--- config.mk ---
export PLATFORM = sky130hd
export DESIGN_NAME = rom_port_arbiter
export DESIGN_NICKNAME = d
export VERILOG_FILES = /design/src/rtl/rom_port_arbiter.sv
export SDC_FILE = /design/constraint.sdc
export NUM_CORES = 1
export LEC_CHECK = 0
export CORE_ASPECT_RATIO = 0.8
export CORE_UTILIZATION = 37
export DETAILED_ROUTE_END_ITERATION = 7
export GPL_TIMING_DRIVEN = 1
export HOLD_SLACK_MARGIN = 0.06
export PLACE_DENSITY = 0.92
export SYNTH_ARGS = -nofsm -noshare
export SYNTH_HDL_FRONTEND = slang
export SYNTH_SLANG_ARGS = --single-unit
--- constraint.sdc ---
create_clock -name clk -period 3.3 [get_ports clk]
set_input_delay 0.66 -clock clk [delete_from_list [all_inputs] [get_ports clk]]
set_output_delay 0.66 -clock clk [all_outputs]
set_load 0.02 [all_outputs]
--- src/rtl/rom_port_arbiter.sv ---
// Two-port arbiter in front of a single-port synchronous-read ROM: fixed priority
// to the video fetch (port 0), with a starvation guard that forces a port-1 slot.
module rom_port_arbiter #(
  parameter int ADDR_W     = 20,
  parameter int DATA_W     = 12,
  parameter int ROM_LAT    = 1,
  parameter int STARVE_MAX = 8
) (
  input  logic              clk,
  input  logic              rst,
  input  logic              p0_req,
  input  logic [ADDR_W-1:0] p0_addr,
  output logic              p0_gnt,
  output logic              p0_rvalid,
  output logic [DATA_W-1:0] p0_rdata,
  output logic              p0_miss,
  input  logic              p1_req,
  input  logic [ADDR_W-1:0] p1_addr,
  output logic              p1_gnt,
  output logic              p1_rvalid,
  output logic [DATA_W-1:0] p1_rdata,
  output logic [ADDR_W-1:0] rom_addr,
  input  logic [DATA_W-1:0] rom_data
);

  // A zero-width counter is not legal, so keep one bit when the guard is disabled.
  localparam int CNT_W = (STARVE_MAX > 0) ? $clog2(STARVE_MAX + 1) : 1;
  localparam int DEPTH = ROM_LAT + 1;
  localparam logic [CNT_W-1:0] CNT_MAX = CNT_W'(STARVE_MAX);

  logic [CNT_W-1:0]  starve_q, starve_d;
  logic [ADDR_W-1:0] rom_addr_q, rom_addr_d;
  logic              p0_miss_q, p0_miss_d;
  logic [DEPTH-1:0]  vld_q, vld_d;
  logic [DEPTH-1:0]  port_q, port_d;
  logic              force_slot;

  always_comb begin
    force_slot = (STARVE_MAX != 0) && (starve_q == CNT_MAX) && p1_req;
    p0_gnt     = 1'b0;
    p1_gnt     = 1'b0;
    if (!rst) begin
      if (force_slot) begin
        p1_gnt = 1'b1;
      end else if (p0_req) begin
        p0_gnt = 1'b1;
      end else if (p1_req) begin
        p1_gnt = 1'b1;
      end
    end
  end

  always_comb begin
    rom_addr_d = rom_addr_q;
    if (p0_gnt) begin
      rom_addr_d = p0_addr;
    end else if (p1_gnt) begin
      rom_addr_d = p1_addr;
    end

    // An abandoned port-1 request also clears the count.
    starve_d = starve_q;
    if (p1_gnt || !p1_req) begin
      starve_d = '0;
    end else if (starve_q != CNT_MAX) begin
      starve_d = starve_q + CNT_W'(1);
    end

    p0_miss_d = p0_req && !p0_gnt;
    vld_d     = {vld_q[DEPTH-2:0], p0_gnt | p1_gnt};
    port_d    = {port_q[DEPTH-2:0], p1_gnt};
  end

  always_ff @(posedge clk or posedge rst) begin
    if (rst) begin
      rom_addr_q <= '0;
      starve_q   <= '0;
      p0_miss_q  <= 1'b0;
      vld_q      <= '0;
      port_q     <= '0;
    end else begin
      rom_addr_q <= rom_addr_d;
      starve_q   <= starve_d;
      p0_miss_q  <= p0_miss_d;
      vld_q      <= vld_d;
      port_q     <= port_d;
    end
  end

  // Stage ROM_LAT lines up with the ROM output for the address granted ROM_LAT+1 cycles ago.
  assign p0_rvalid = vld_q[ROM_LAT] && !port_q[ROM_LAT];
  assign p1_rvalid = vld_q[ROM_LAT] && port_q[ROM_LAT];
  assign p0_rdata  = rom_data;
  assign p1_rdata  = rom_data;
  assign p0_miss   = p0_miss_q;
  assign rom_addr  = rom_addr_q;

endmodule

==> metrics, run 1 <==
I/O Buffers=68; largest delay contributor family on the critical path=buffers and inverters; register area share after synthesis=0.494; Synth Instances=124; ant diodes=0; Clock Power Share=0.326; Num CTS Buffers=5; crit path buf inv count=3; post-CTS sizing=0; most frequent CP cell=clkdlybuf4s50_1; Worst Setup Start Kind=primary input; largest net degree at the start of global routing=31; DRC=0; drt pass-1 iters=4; Clock Skew=0.00707 ns; initial antenna violation count=0; Seq cells post-synth=29; worst path cell trace=clkdlybuf4s50_1 -> inv_1 -> o211a_4 -> clkdlybuf4s50_1; via count=1,086; placed cells=220; Hold-fix buffers, CTS=0; post-synthesis adder-cell area fraction=0.0170; Starting Density=0.387; post-CTS setup buffers=0; final setup violating endpoints=0; crit share post-route=0.906; Static Leak=0.000899 uW; Syn-to-layout area delta=44.1%; GRT overflow=0; Max Slew Vio Count=0; Die H=58.4 um; clock sinks=29; CP Class=primary input to output pin; Hold Vio Cnt, Final=0; CTS tree=built; Fin Setup TNS=0 ns; Sw Ratio=0.265; slew margin rel.=0.752; Tmin final=2.99 ns; unrepaired setup endpoints after global routing=no; Clock Tree Buf Depth=2; Worst-path clk slew=0.07 ns; WL per Instance=13.7 um; max incr delay on CP=0.66 ns; mux cell area share after synthesis=0; VDD IR max=0.250 mV; Mapped Area=1470 sq um; Nets=230; compound-gate portion of the synthesized area=0.186; Tightest Pin Transition=0.373 ns; Fillers=343; CP max stage cell=clkdlybuf4s50_1; simple-gate share of the synthesized area=0.125; Vias/cell=4.76; total track usage=0.168; critical path arrival=2.33 ns; fmax=334 MHz; # IOs=105; DIE AREA=4230 sq um; outcome=complete, no violations; row count=20; Register Area=726 sq um; Synth Area in XOR/XNOR=0.0119; Net Sw Power=262 uW; Logic pwr share=0.257; Max Fanout on Critical Path=22; multi-input combinational cell area=500 sq um; pwr dens=467 nW/um^2; fin cells=228; CTS root buf=clkbuf_8; DRT Wirelength=3130 um; synth unique cells=24; max cap viols=0; Core Box Area=3800 sq um; die extent in x=72.5 um; Placer Congestion=0.771; vias in the first global route=1,088; DRT antenna net count=0; Worst setup EP type=output pin; CP Data Required Time=2.64 ns; yosys warns=0; syn_nets=182; First DRT Iteration DRCs=63; largest family of logic cells by synthesized area=compound AO/OA/AOI/OAI gates; Int Pwr=727 uW; worst skew pair latency=0.28 ns; Post-DP HPWL=2210 um; first-pass GRT wire length=5150 um; synthesized area per cell=11.9 sq um; share of layout cells above drive strength 1=0.0867; H-tree levels=2; Reg power frac=0.417; Hold WC Path Type=flip-flop to flip-flop
-- metrics by stage --
step	instance area, sq um	power [uW]	utilization	setup WS (ns)	hold slack [ns]
finish	2120	990	0.557	0.310	0.350
global route	2120	1040	0.557	0.221	0.360
CTS	2120	1000	0.557	0.309	0.352
detailed placement	2020	674	0.530	0.303	0.337
global placement	2020	669	0.530	0.363	0.331
floorplan	1470	576	-	0.867	0.331
-- synth_stat cells --
library cell / n / area (sq um)
a21oi_1: 1 / 5.00
o211a_4: 1 / 17.5
buf_6: 2 / 22.5
o21ai_0: 1 / 5.00
nand3_1: 2 / 10.0
a211oi_2: 1 / 12.5
xor2_1: 1 / 8.76
o2111ai_1: 1 / 8.76
nand3b_4: 1 / 20.0
xnor2_1: 1 / 8.76
a221o_1: 20 / 200
o41ai_1: 1 / 8.76
inv_1: 4 / 15.0
buf_4: 26 / 195
nor3_1: 2 / 10.0
and2_0: 1 / 6.26
ha_1: 2 / 25.0
inv_2: 1 / 3.75
nor2b_1: 2 / 12.5
and2_1: 20 / 125
clkbuf_1: 2 / 7.51
o32ai_1: 1 / 8.76
o21bai_1: 1 / 7.51
dfrtp_1: 29 / 726
-- cell usage in the layout, fill, tap and decap left out --
cell type,count
o21ai_0,1
a211oi_2,1
inv_2,1
clkbuf_8,7
nor3_1,2
o41ai_1,1
o21bai_1,1
xor2_1,1
nand3_1,2
a21oi_1,1
ha_1,2
dfrtp_1,29
o2111ai_1,1
o211a_4,1
inv_1,4
buf_4,3
and2_1,20
nor2b_1,2
nand3b_4,1
clkdlybuf4s50_1,68
clkinv_2,1
a221o_1,20
and2_0,1
xnor2_1,1
o32ai_1,1
-- cell families (layout without fill, tap and decap cells) --
kind of cell | Yosys count | in the layout
AND/OR/NAND/NOR | 28 | 28
flip-flops | 29 | 29
buffers and inverters | 35 | 84
XOR/XNOR | 2 | 2
adder cells (fa/ha/maj) | 2 | 2
AO/OA/AOI/OAI | 28 | 28
-- cell type report --
type / instances / share of cell area
well taps: 55 / 0.0325
flip-flops and latches: 29 / 0.343
clock buffers: 7 / 0.0455
repair buffers: 71 / 0.332
inverters: 5 / 0.00886
clock inverters: 1 / 0.00236
multi-input cells: 60 / 0.236
-- registers in the layout, summed over array words and instances (netlist names) --
name      cells
rom_addr     20
starve_q      4
port_q        2
vld_q         2
p0_miss       1
-- power groups by stage --
stage / clock (uW) / sequential, uW / combinational (uW)
4_1_cts: 332 / 412 / 258
6_report: 323 / 412 / 254
3_5_place_dp: 0 / 418 / 256
2_1_floorplan: 0 / 457 / 119
3_3_place_gp: 0 / 416 / 253
5_1_grt: 350 / 417 / 272
-- per-layer routing --
metal	up-vias	wire length, um	GRT usage
li1	518	-	-
met1	523	1360	0.211
met2	39	1530	0.262
met3	6	193	0.0531
met4	0	50	0.0868
met5	-	0	0
-- path summary, 6_finish.rpt --
check                                              from                 endpoint  slack, ns  depth (start not counted)
max in group asynchronous                           rst  rom_addr[9]$_DFFE_PP0P_       2.03                          3
worst min register to register      port_q[0]$_DFF_PP0_      port_q[1]$_DFF_PP0_       0.35                          0
worst min-delay path                port_q[0]$_DFF_PP0_      port_q[1]$_DFF_PP0_       0.35                          0
worst max-delay path                                rst                   p0_gnt       0.31                          4
min in group asynchronous                           rst  rom_addr[5]$_DFFE_PP0P_       0.98                          3
worst max register to register  starve_q[0]$_DFFE_PP0P_  rom_addr[3]$_DFFE_PP0P_       1.59                          6
-- worst reg2reg max path: cells and delay by family (launching register included) --
family / cells / cell delay, ns
compound gates: 2 / 0.52
flops: 1 / 0.42
buf+inv: 2 / 0.38
fa+ha+maj: 1 / 0.18
simple gates: 1 / 0.12
(Power assumes the default switching activity.)
==> run 2: changes to the inputs <==
Settings changed: CORE_UTILIZATION 37 to 30, PLACE_DENSITY 0.92 to 0.81.
Clock period 3.3 ns to 2.7 ns, I/O delays scaled along.
==> metrics, run 2 (same netlist as run 1, synthesis figures left out) <==
outcome=complete, no violations; Clock Skew=0.00375 ns; Placer Congestion=0.801; Nets=233; WL per Instance=14.4 um; first-pass GRT wire length=5340 um; post-CTS sizing=0; CP max stage cell=clkdlybuf4s50_1; post-CTS setup buffers=0; row count=22; Fillers=437; clock sinks=29; largest net degree at the start of global routing=31; min-delay src=port_q[0]$_DFF_PP0_; final setup violating endpoints=0; VDD IR max=0.221 mV; Clock Power Share=0.298; Worst Setup Start Kind=primary input; CTS tree=built; Core Box Area=4650 sq um; Tightest Pin Transition=0.375 ns; total track usage=0.138; Post-DP HPWL=2340 um; DRT antenna net count=0; max incr delay on CP=0.66 ns; number of flip-flops in the largest register=20; Worst setup EP type=output pin; vias in the first global route=1,086; share of layout cells above drive strength 1=0.0914; worst path cell trace=clkdlybuf4s50_1 -> inv_2 -> a211oi_2 -> clkdlybuf4s50_1; CTS root buf=clkbuf_8; Max Slew Vio Count=0; CP Data Required Time=2.16 ns; pwr dens=548 nW/um^2; Worst-path clk slew=0.06 ns; unrepaired setup endpoints after global routing=no; commonest non-fill, non-tap cell in the layout=clkdlybuf4s50_1; met3 Resource Use GR=0.0465; Syn-to-layout area delta=45.0%; worst-case hold slack=0.346 ns; Hold Vio Cnt, Final=0; DRT Wirelength=3380 um; drt pass-1 iters=4; Critical path origin=p1_req; Max Fanout on Critical Path=6; crit path buf inv count=3; crit share post-route=0.949; worst skew pair latency=0.27 ns; GRT overflow=0; Fin Setup TNS=0 ns; Sw Ratio=0.260; DIE AREA=5190 sq um; Die H=64.6 um; max cap viols=0; Clock Tree Buf Depth=2; met1 Resource Use GR=0.184; Hold WC Path Type=flip-flop to flip-flop; met2 Use GR=0.214; final core occ=0.458; via count=1,106; fmax=390 MHz; Tmin final=2.56 ns; Int Pwr=864 uW; Static Leak=0.000904 uW; Final Power=1170 uW; Top Usage Layer GRT=met2; Starting Density=0.316; First DRT Iteration DRCs=44; largest delay contributor family on the critical path=buffers and inverters; R2R Path Start=starve_q[0]$_DFFE_PP0P_; Hold-fix buffers, CTS=0; H-tree levels=2; # IOs=105; critical path arrival=2.02 ns; CP Class=primary input to output pin; slew margin rel.=0.750; initial antenna violation count=0; Net Sw Power=304 uW; ant diodes=0; Num CTS Buffers=5; I/O Buffers=68; DRC=0; most frequent CP cell=clkdlybuf4s50_1; Logic pwr share=0.270; Vias/cell=4.71; most frequent cells in the layout=68 x clkdlybuf4s50_1, 29 x dfrtp_1, 20 x and2_1, 20 x a221o_1; Reg power frac=0.432; die extent in x=80.3 um
run 2: changes by cell type in the layout (fill, tap and decap cells not counted), sizes merged:
cell	before	now
buf	3	6
clkinv	1	0
run 2: path summary, 6_finish.rpt:
| kind | cells after the start | slack (ns) | end |
|---|---|---|---|
| worst max-delay path | 4 | 0.14 | p1_gnt |
| worst min register to register | 0 | 0.35 | port_q[1]$_DFF_PP0_ |
| worst max register to register | 6 | 0.99 | rom_addr[7]$_DFFE_PP0P_ |
| max in group asynchronous | 3 | 1.62 | rom_addr[13]$_DFFE_PP0P_ |
| worst min-delay path | 0 | 0.35 | port_q[1]$_DFF_PP0_ |
| min in group asynchronous | 3 | 0.80 | starve_q[0]$_DFFE_PP0P_ |
run 2: layout make-up:
cell class	instances	area, sq um	area share
Timing Repair Buffer	74	726	0.340
Inverter	5	18.8	0.00880
Multi-Input combinational cell	60	500	0.235
Clock buffer	7	86.3	0.0405
Sequential cell	29	726	0.340
Tap cell	60	75.1	0.0352
run 2: power groups by stage:
stage / sequential (uW) / clock, uW / combinational, uW
finish: 504 / 348 / 315
global route: 508 / 390 / 338
CTS: 504 / 366 / 319
detailed placement: 510 / 0 / 319
global placement: 509 / 0 / 315
floorplan: 558 / 0 / 146
run 2: through the flow:
step / instance area, sq um / worst slack (ns) / cells
3_3_place_gp: 2050 / 0.165 / 228
6_report: 2130 / 0.137 / 235
4_1_cts: 2130 / 0.130 / 235
5_1_grt: 2130 / 0.0547 / 235
3_5_place_dp: 2050 / 0.144 / 228
2_1_floorplan: 1470 / 0.507 / 124
run 2: metal layers:
layer / part of all wire / wire (um) / vias up
met2: 0.50 / 1680 / 37
met4: 0.0030 / 10 / 0
met1: 0.46 / 1560 / 543
li1: - / - / 524
met3: 0.041 / 139 / 2
met5: 0 / 0 / -
==> run 3: changes to the inputs <==
Settings changed: CELL_PAD_IN_SITES_DETAIL_PLACEMENT set to 1, CELL_PAD_IN_SITES_GLOBAL_PLACEMENT set to 1, CORE_UTILIZATION 30 to 23, CTS_BUF_LIST set to sky130_fd_sc_hd__clkbuf_4 sky130_fd_sc_hd__clkbuf_8, PLACE_DENSITY 0.81 to 0.85.
==> metrics, run 3 (same netlist as run 1, synthesis figures left out) <==
outcome=complete, no violations; WHS Endpoint=port_q[1]$_DFF_PP0_; Fillers=663; ant diodes=0; Clock Tree Buf Depth=2; Nets=234; clock sinks=29; unrepaired setup endpoints after global routing=no; Core Box Area=6040 sq um; FF-to-FF setup slack=0.93 ns; initial antenna violation count=0; Tmin final=2.49 ns; die extent in x=91.4 um; DRC=0; row count=25; final setup violating endpoints=0; Num CTS Buffers=5; CP Class=primary input to output pin; DRT Wirelength=4040 um; first-pass GRT wire length=6580 um; Logic pwr share=0.276; Syn-to-layout area delta=48.0%; Net Sw Power=327 uW; Clock Power Share=0.297; slew margin rel.=0.738; I/O Buffers=68; DRT antenna net count=0; crit share post-route=0.921; vias in the first global route=1,271; Max Fanout on Critical Path=6; DIE AREA=6720 sq um; # IOs=105; VDD IR max=0.196 mV; Clock Skew=0.00793 ns; Starting Density=0.244; Tightest Pin Transition=0.387 ns; fmax=402 MHz; Die H=73.5 um; Reg power frac=0.427; Post-DP HPWL=2840 um; commonest non-fill, non-tap cell in the layout=clkdlybuf4s50_1; First DRT Iteration DRCs=35; worst r2r path cells=6; largest net degree at the start of global routing=31; Worst-path clk slew=0.07 ns; CTS tree=built; Top Usage Layer GRT=met2; H-tree levels=2; Worst setup EP type=output pin; Fin Setup TNS=0 ns; GRT overflow=0; WL per Instance=15.7 um; Final Power=1180 uW; most frequent cells in the layout=67 x clkdlybuf4s50_1, 29 x dfrtp_1, 20 x and2_1, 20 x a221o_1, 7 x buf_4; Max Slew Vio Count=0; Hold Path Depth=0; met2 Use GR=0.213; max cap viols=0; reg2reg end=rom_addr[13]$_DFFE_PP0P_; post-CTS setup buffers=0; met3 Resource Use GR=0.0435; pwr dens=542 nW/um^2; number of flip-flops in the largest register=20; via count=1,150; Hold WC Path Type=flip-flop to flip-flop; critical path arrival=1.95 ns; Hold Vio Cnt, Final=0; Static Leak=0.000930 uW; R2R Path Start=starve_q[0]$_DFFE_PP0P_; met1 Resource Use GR=0.165; drt pass-1 iters=4; Int Pwr=851 uW; share of layout cells above drive strength 1=0.107; total track usage=0.131; Vias/cell=4.46; Placer Congestion=0.774; CP Data Required Time=2.16 ns; worst skew pair latency=0.28 ns; Sw Ratio=0.277; Worst Setup Start Kind=primary input; CTS root buf=clkbuf_8; min-delay src=port_q[0]$_DFF_PP0_
-- run 3: cell count changes in the layout (fill, tap and decap cells not counted), sizes merged --
cell           change
clkdlybuf4s50      -1
buf                +1
dlymetal6s2s       +1
clkinv             +2
clkbuf             -1
-- run 3: timing repair --
action	4_1_cts	5_1_grt
endpoints found under the hold margin	0	0
setup endpoints to repair	0	1
gates resized for setup	0	1
hold buffers	0	0
-- run 3: power by group through the flow --
stage	Clock (uW)	Sequential, uW	Combinational (uW)
final	350	503	325
after global routing	385	510	350
after floorplan	0	558	146
after global placement	0	509	322
after CTS	371	504	331
after detailed placement	0	511	329
-- run 3: worst max-delay path by stage --
stage | cells after the start | from | endpoint
2_1_floorplan | 3 | rst | p0_gnt
3_3_place_gp | 4 | p1_req | p1_gnt
3_5_place_dp | 4 | p1_req | p1_gnt
4_1_cts | 5 | starve_q[0]$_DFFE_PP0P_ | p1_gnt
5_1_grt | 4 | rst | p0_gnt
6_report | 4 | p1_req | p0_gnt
-- run 3: area by class of cell --
cell class,count,area (sq um),share of cell area
Timing Repair Buffer,75,736,0.338
Sequential cell,29,726,0.334
Multi-Input combinational cell,60,508,0.233
Tap cell,81,101,0.0466
Clock buffer,6,76.3,0.0351
Inverter,5,18.8,0.00863
Clock inverter,2,10.0,0.00460
-- run 3: metrics by stage --
| step | worst slack (ns) | hold WS (ns) | instances | util | area [sq um] |
|---|---|---|---|---|---|
| after detailed placement | 0.0829 | 0.345 | 250 | 0.346 | 2090 |
| after global placement | 0.0856 | 0.333 | 250 | 0.346 | 2090 |
| after global routing | 0.162 | 0.367 | 258 | 0.360 | 2180 |
| after floorplan | 0.507 | 0.331 | 124 | - | 1470 |
| final | 0.214 | 0.355 | 258 | 0.360 | 2180 |
| after CTS | 0.0362 | 0.358 | 258 | 0.360 | 2170 |
-- run 3: routing by layer --
layer  up-vias  part of all wire
met5         -                 0
met4         0             0.012
met3         9             0.061
met2        42              0.47
met1       576              0.45
li1        523                 -
-- run 3: worst max-delay path, stage by stage --
cell             delay [ns]
clkdlybuf4s50_1        0.50
inv_2                  0.09
o211a_4                0.27
clkdlybuf4s50_1        0.54
==> RTL change 1 (flow settings as in run 3) <==
Change the parameter `STARVE_MAX` from 8 to 16.
--- a/src/rtl/rom_port_arbiter.sv
+++ b/src/rtl/rom_port_arbiter.sv
@@ -4,7 +4,7 @@
   parameter int ADDR_W     = 20,
   parameter int DATA_W     = 12,
   parameter int ROM_LAT    = 1,
-  parameter int STARVE_MAX = 8
+  parameter int STARVE_MAX = 16
 ) (
   input  logic              clk,
   input  logic              rst,
Check against the original RTL: not equivalent (a bounded check fails within 10 cycles, from zero or initial values and one cycle with rst high).
==> RTL change 1 against run 3 <==
- sequential cell count rose by 1
- design area rose by 3.7%
- setup slack got worse by 110 ps
- global-route usage fell by 1.2 points
- routed wire length rose by 0.84%
- sequential share of layout area fell by 0.093 points
- power rose by 9.5%
- synthesized area rose by 5.2%
- cell count rose by 2.7%
==> RTL change 1: results <==
[run_status]
status = "completed"

[layout]
clock_buffers = 5
seq_area_um2 = 751
multi_input_gates = 65
multi_input_area_share = 0.244
fin_area_mm2 = 0.00226
drive_gt1_frac = 0.0994
nonClkBufAreaFrac = 0.322
n_all_buffers = 74
largestClassByArea = "sequential cells"
clock_area_frac = 0.0482
fin_nets = 238
inv_count = 4
fillerInstances = 694

[pwr]
powerComb_uw = 328
netSwitchingFraction = 0.261
clk-power_uw = 442
p_leak_nw = 0.935
peakVddDrop_uv = 212
p_int_uw = 953

[synth]
synth_cell_types = 23
yosys-top-cells-count = "dfrtp_1, buf_4, a221o_1, and2_1, inv_1"
synthTopCellsByArea = "dfrtp_1, a221o_1, buf_4"
yosysTopAreaCellShare = 0.485
syn-cell-area_mm2 = 0.00155
yosysSeqAreaShare = 0.485
synth_fp_nets = 187

[detailed_routing]
wl_met2_mm = 1.99
dr.pass1.iters = 3
vias = 1153
wl_met3_um = 334
post_drt_wl_per_cell_um = 15.4
drt_iter0_drc = 7
vias_per_cell = 4.35

[worst_hold_path]
hold_end = "vld_q[1]$_DFF_PP0_"
hold_start = "vld_q[0]$_DFF_PP0_"
hold_depth = 0

[sta]
fmax_ghz = 0.385
whs_ps = 351
relSlewSlack = 0.730
fin_skew_ps = 4.27

[grt]
grt_pass1_wl_mm = 6.22
use_met2 = 0.211
grt_use_total = 0.119
grt_pass1_vias = 1274

[place]
dp_cells = 257
dp_slack_ps = 143
port_buffers = 68
dp_hpwl_mm = 2.86
placed_area_mm2 = 0.00215

[setup_path]
rr_endpoint = "rom_addr[3]$_DFFE_PP0P_"
cp_max_fo = 4
critPathLaunch = "starve_q[0]$_DFFE_PP0P_"
reg2reg_slack_ps = 910
startpoint_type = "flip-flop"
cp.arrival_ps = 2060

[clock_tree]
clock_latency_ps = 270
cts_sinks = 30
==> RTL change 1: changes by cell type after synthesis, moves of 2 or more <==
| cell | run 3 | this run |
|---|---|---|
| nor3_1 | 2 | 0 |
| nor3b_1 | 0 | 3 |
| nor4b_1 | 0 | 2 |
| nor2_1 | 0 | 2 |
| nand2b_1 | 0 | 2 |
==> RTL change 1: cell families (layout without fill, tap and decap cells) <==
group,Yosys count,in the layout,synth area share
XOR/XNOR,3,3,0.0170
adder cells (fa/ha/maj),2,2,0.0162
multiplexers,1,1,0.00647
flip-flops,30,30,0.485
AO/OA/AOI/OAI,23,23,0.150
AND/OR/NAND/NOR,36,36,0.167
buffers and inverters,34,86,0.158
==> RTL change 1: worst max-delay path, cell delays in order (launching register included) <==
cell	delay, ps
dfrtp_1	390
inv_1	80
ha_1	250
and4bb_4	230
a21oi_2	190
clkdlybuf4s50_1	650
==> RTL change 2 (settings of run 3) <==
Without the edit above. Take the reset off `rom_addr_q` and load it in a clocked block of its own.
--- a/src/rtl/rom_port_arbiter.sv
+++ b/src/rtl/rom_port_arbiter.sv
@@ -73,18 +73,20 @@
 
   always_ff @(posedge clk or posedge rst) begin
     if (rst) begin
-      rom_addr_q <= '0;
       starve_q   <= '0;
       p0_miss_q  <= 1'b0;
       vld_q      <= '0;
       port_q     <= '0;
     end else begin
-      rom_addr_q <= rom_addr_d;
       starve_q   <= starve_d;
       p0_miss_q  <= p0_miss_d;
       vld_q      <= vld_d;
       port_q     <= port_d;
     end
+  end
+
+  always_ff @(posedge clk) begin
+    rom_addr_q <= rom_addr_d;
   end
 
   // Stage ROM_LAT lines up with the ROM output for the address granted ROM_LAT+1 cycles ago.
Behaviour: differs if rst is asserted again (counterexample within 4 cycles, from zero or initial values and one cycle with rst high); with rst held inactive, the same outputs for 10 cycles.
==> RTL change 2 against run 3 <==
- synthesized area up 2.9%
- routed wire length is 22% lower
- power shrank 7.9%
- combinational power fell by 31%
- setup slack worse by 70 ps
- design area grew 2.0%
- largest cell class is now sequential cells
- hold slack improved by 5.4 ps
- largest power group unchanged
- sequential cell count unchanged
==> RTL change 2: results <==
[synth]
async_flop_share = 0.310
synth_cell_types = 23
yosys_most_used_dff = "edfxtp_1"
yosys-top-cells-count = "buf_4, edfxtp_1, mux2_4, dfrtp_1, inv_1"
synth_cells = 101
synth-edff-count = 20
synth_fp_nets = 159
yosysSeqAreaShare = 0.546

[detailed_routing]
post_drt_wl_per_cell_um = 13.2
wl_mm = 3.16
wl_met2_mm = 1.60
wl_met3_um = 251
drt_iter0_drc = 32

[place]
dp_hpwl_mm = 2.38
gp_congestion = 0.820
dp_cells = 231
placed_area_mm2 = 0.00213
dp_slack_ps = 129

[grt]
grt_use_total = 0.0957
grt_pass1_vias = 965
use_met2 = 0.161
met1_usage = 0.106
grt_pass1_wl_mm = 4.83
grt_max_degree = 22

[clock_tree]
cts_buffers = 5

[setup_path]
cp_max_fo = 5
crit_path_end = "p0_gnt"
critPathLaunch = "p1_req"
cp.arrival_ps = 2020
reg2reg_slack_ps = 620
slowest_delay_ps = 560
rr_endpoint = "rom_addr[19]$_DFFE_PP_"

[layout]
largest_register_ffs = 20
fin_nets = 212
drive_gt1_frac = 0.239

[sta]
whs_ps = 361
fin_skew_ps = 4.45
relSlewSlack = 0.736

[worst_hold_path]
hold_start = "vld_q[0]$_DFF_PP0_"
hold_end = "vld_q[1]$_DFF_PP0_"

[run_status]
status = "completed"

[pwr]
peakVddDrop_uv = 207
p_leak_nw = 0.917
==> RTL change 2: cell type report <==
class	instances	area, um2
multi-input cells	41	472
fillers	689	4160
well taps	84	105
repair buffers	72	713
clock buffers	5	68.8
flip-flops and latches	29	826
inverters	5	18.8
clock inverters	3	16.3
==> RTL change 2: cells by family (layout without fill, tap and decap cells) <==
family,count (synthesis),in the layout,synth area share
AO/OA/AOI/OAI,6,6,0.0380
XOR/XNOR,2,2,0.0116
adder cells (fa/ha/maj),2,2,0.0165
buffers and inverters,31,85,0.146
flip-flops,29,29,0.546
multiplexers,20,20,0.194
AND/OR/NAND/NOR,11,11,0.0480
==> RTL change 2: power breakdown <==
group          switching (mW)  internal [mW]  leakage, nW
Combinational          0.0868          0.137        0.560
Clock                   0.164          0.178       0.0482
Sequential            0.00946          0.510        0.310
Total                   0.261          0.824        0.917
==> RTL change 2: worst max-delay path, delay by kind of cell <==
| family | cells | cell delay, ps |
|---|---|---|
| buffers and inverters | 4 | 1270 |
| AO/OA/AOI/OAI | 1 | 200 |
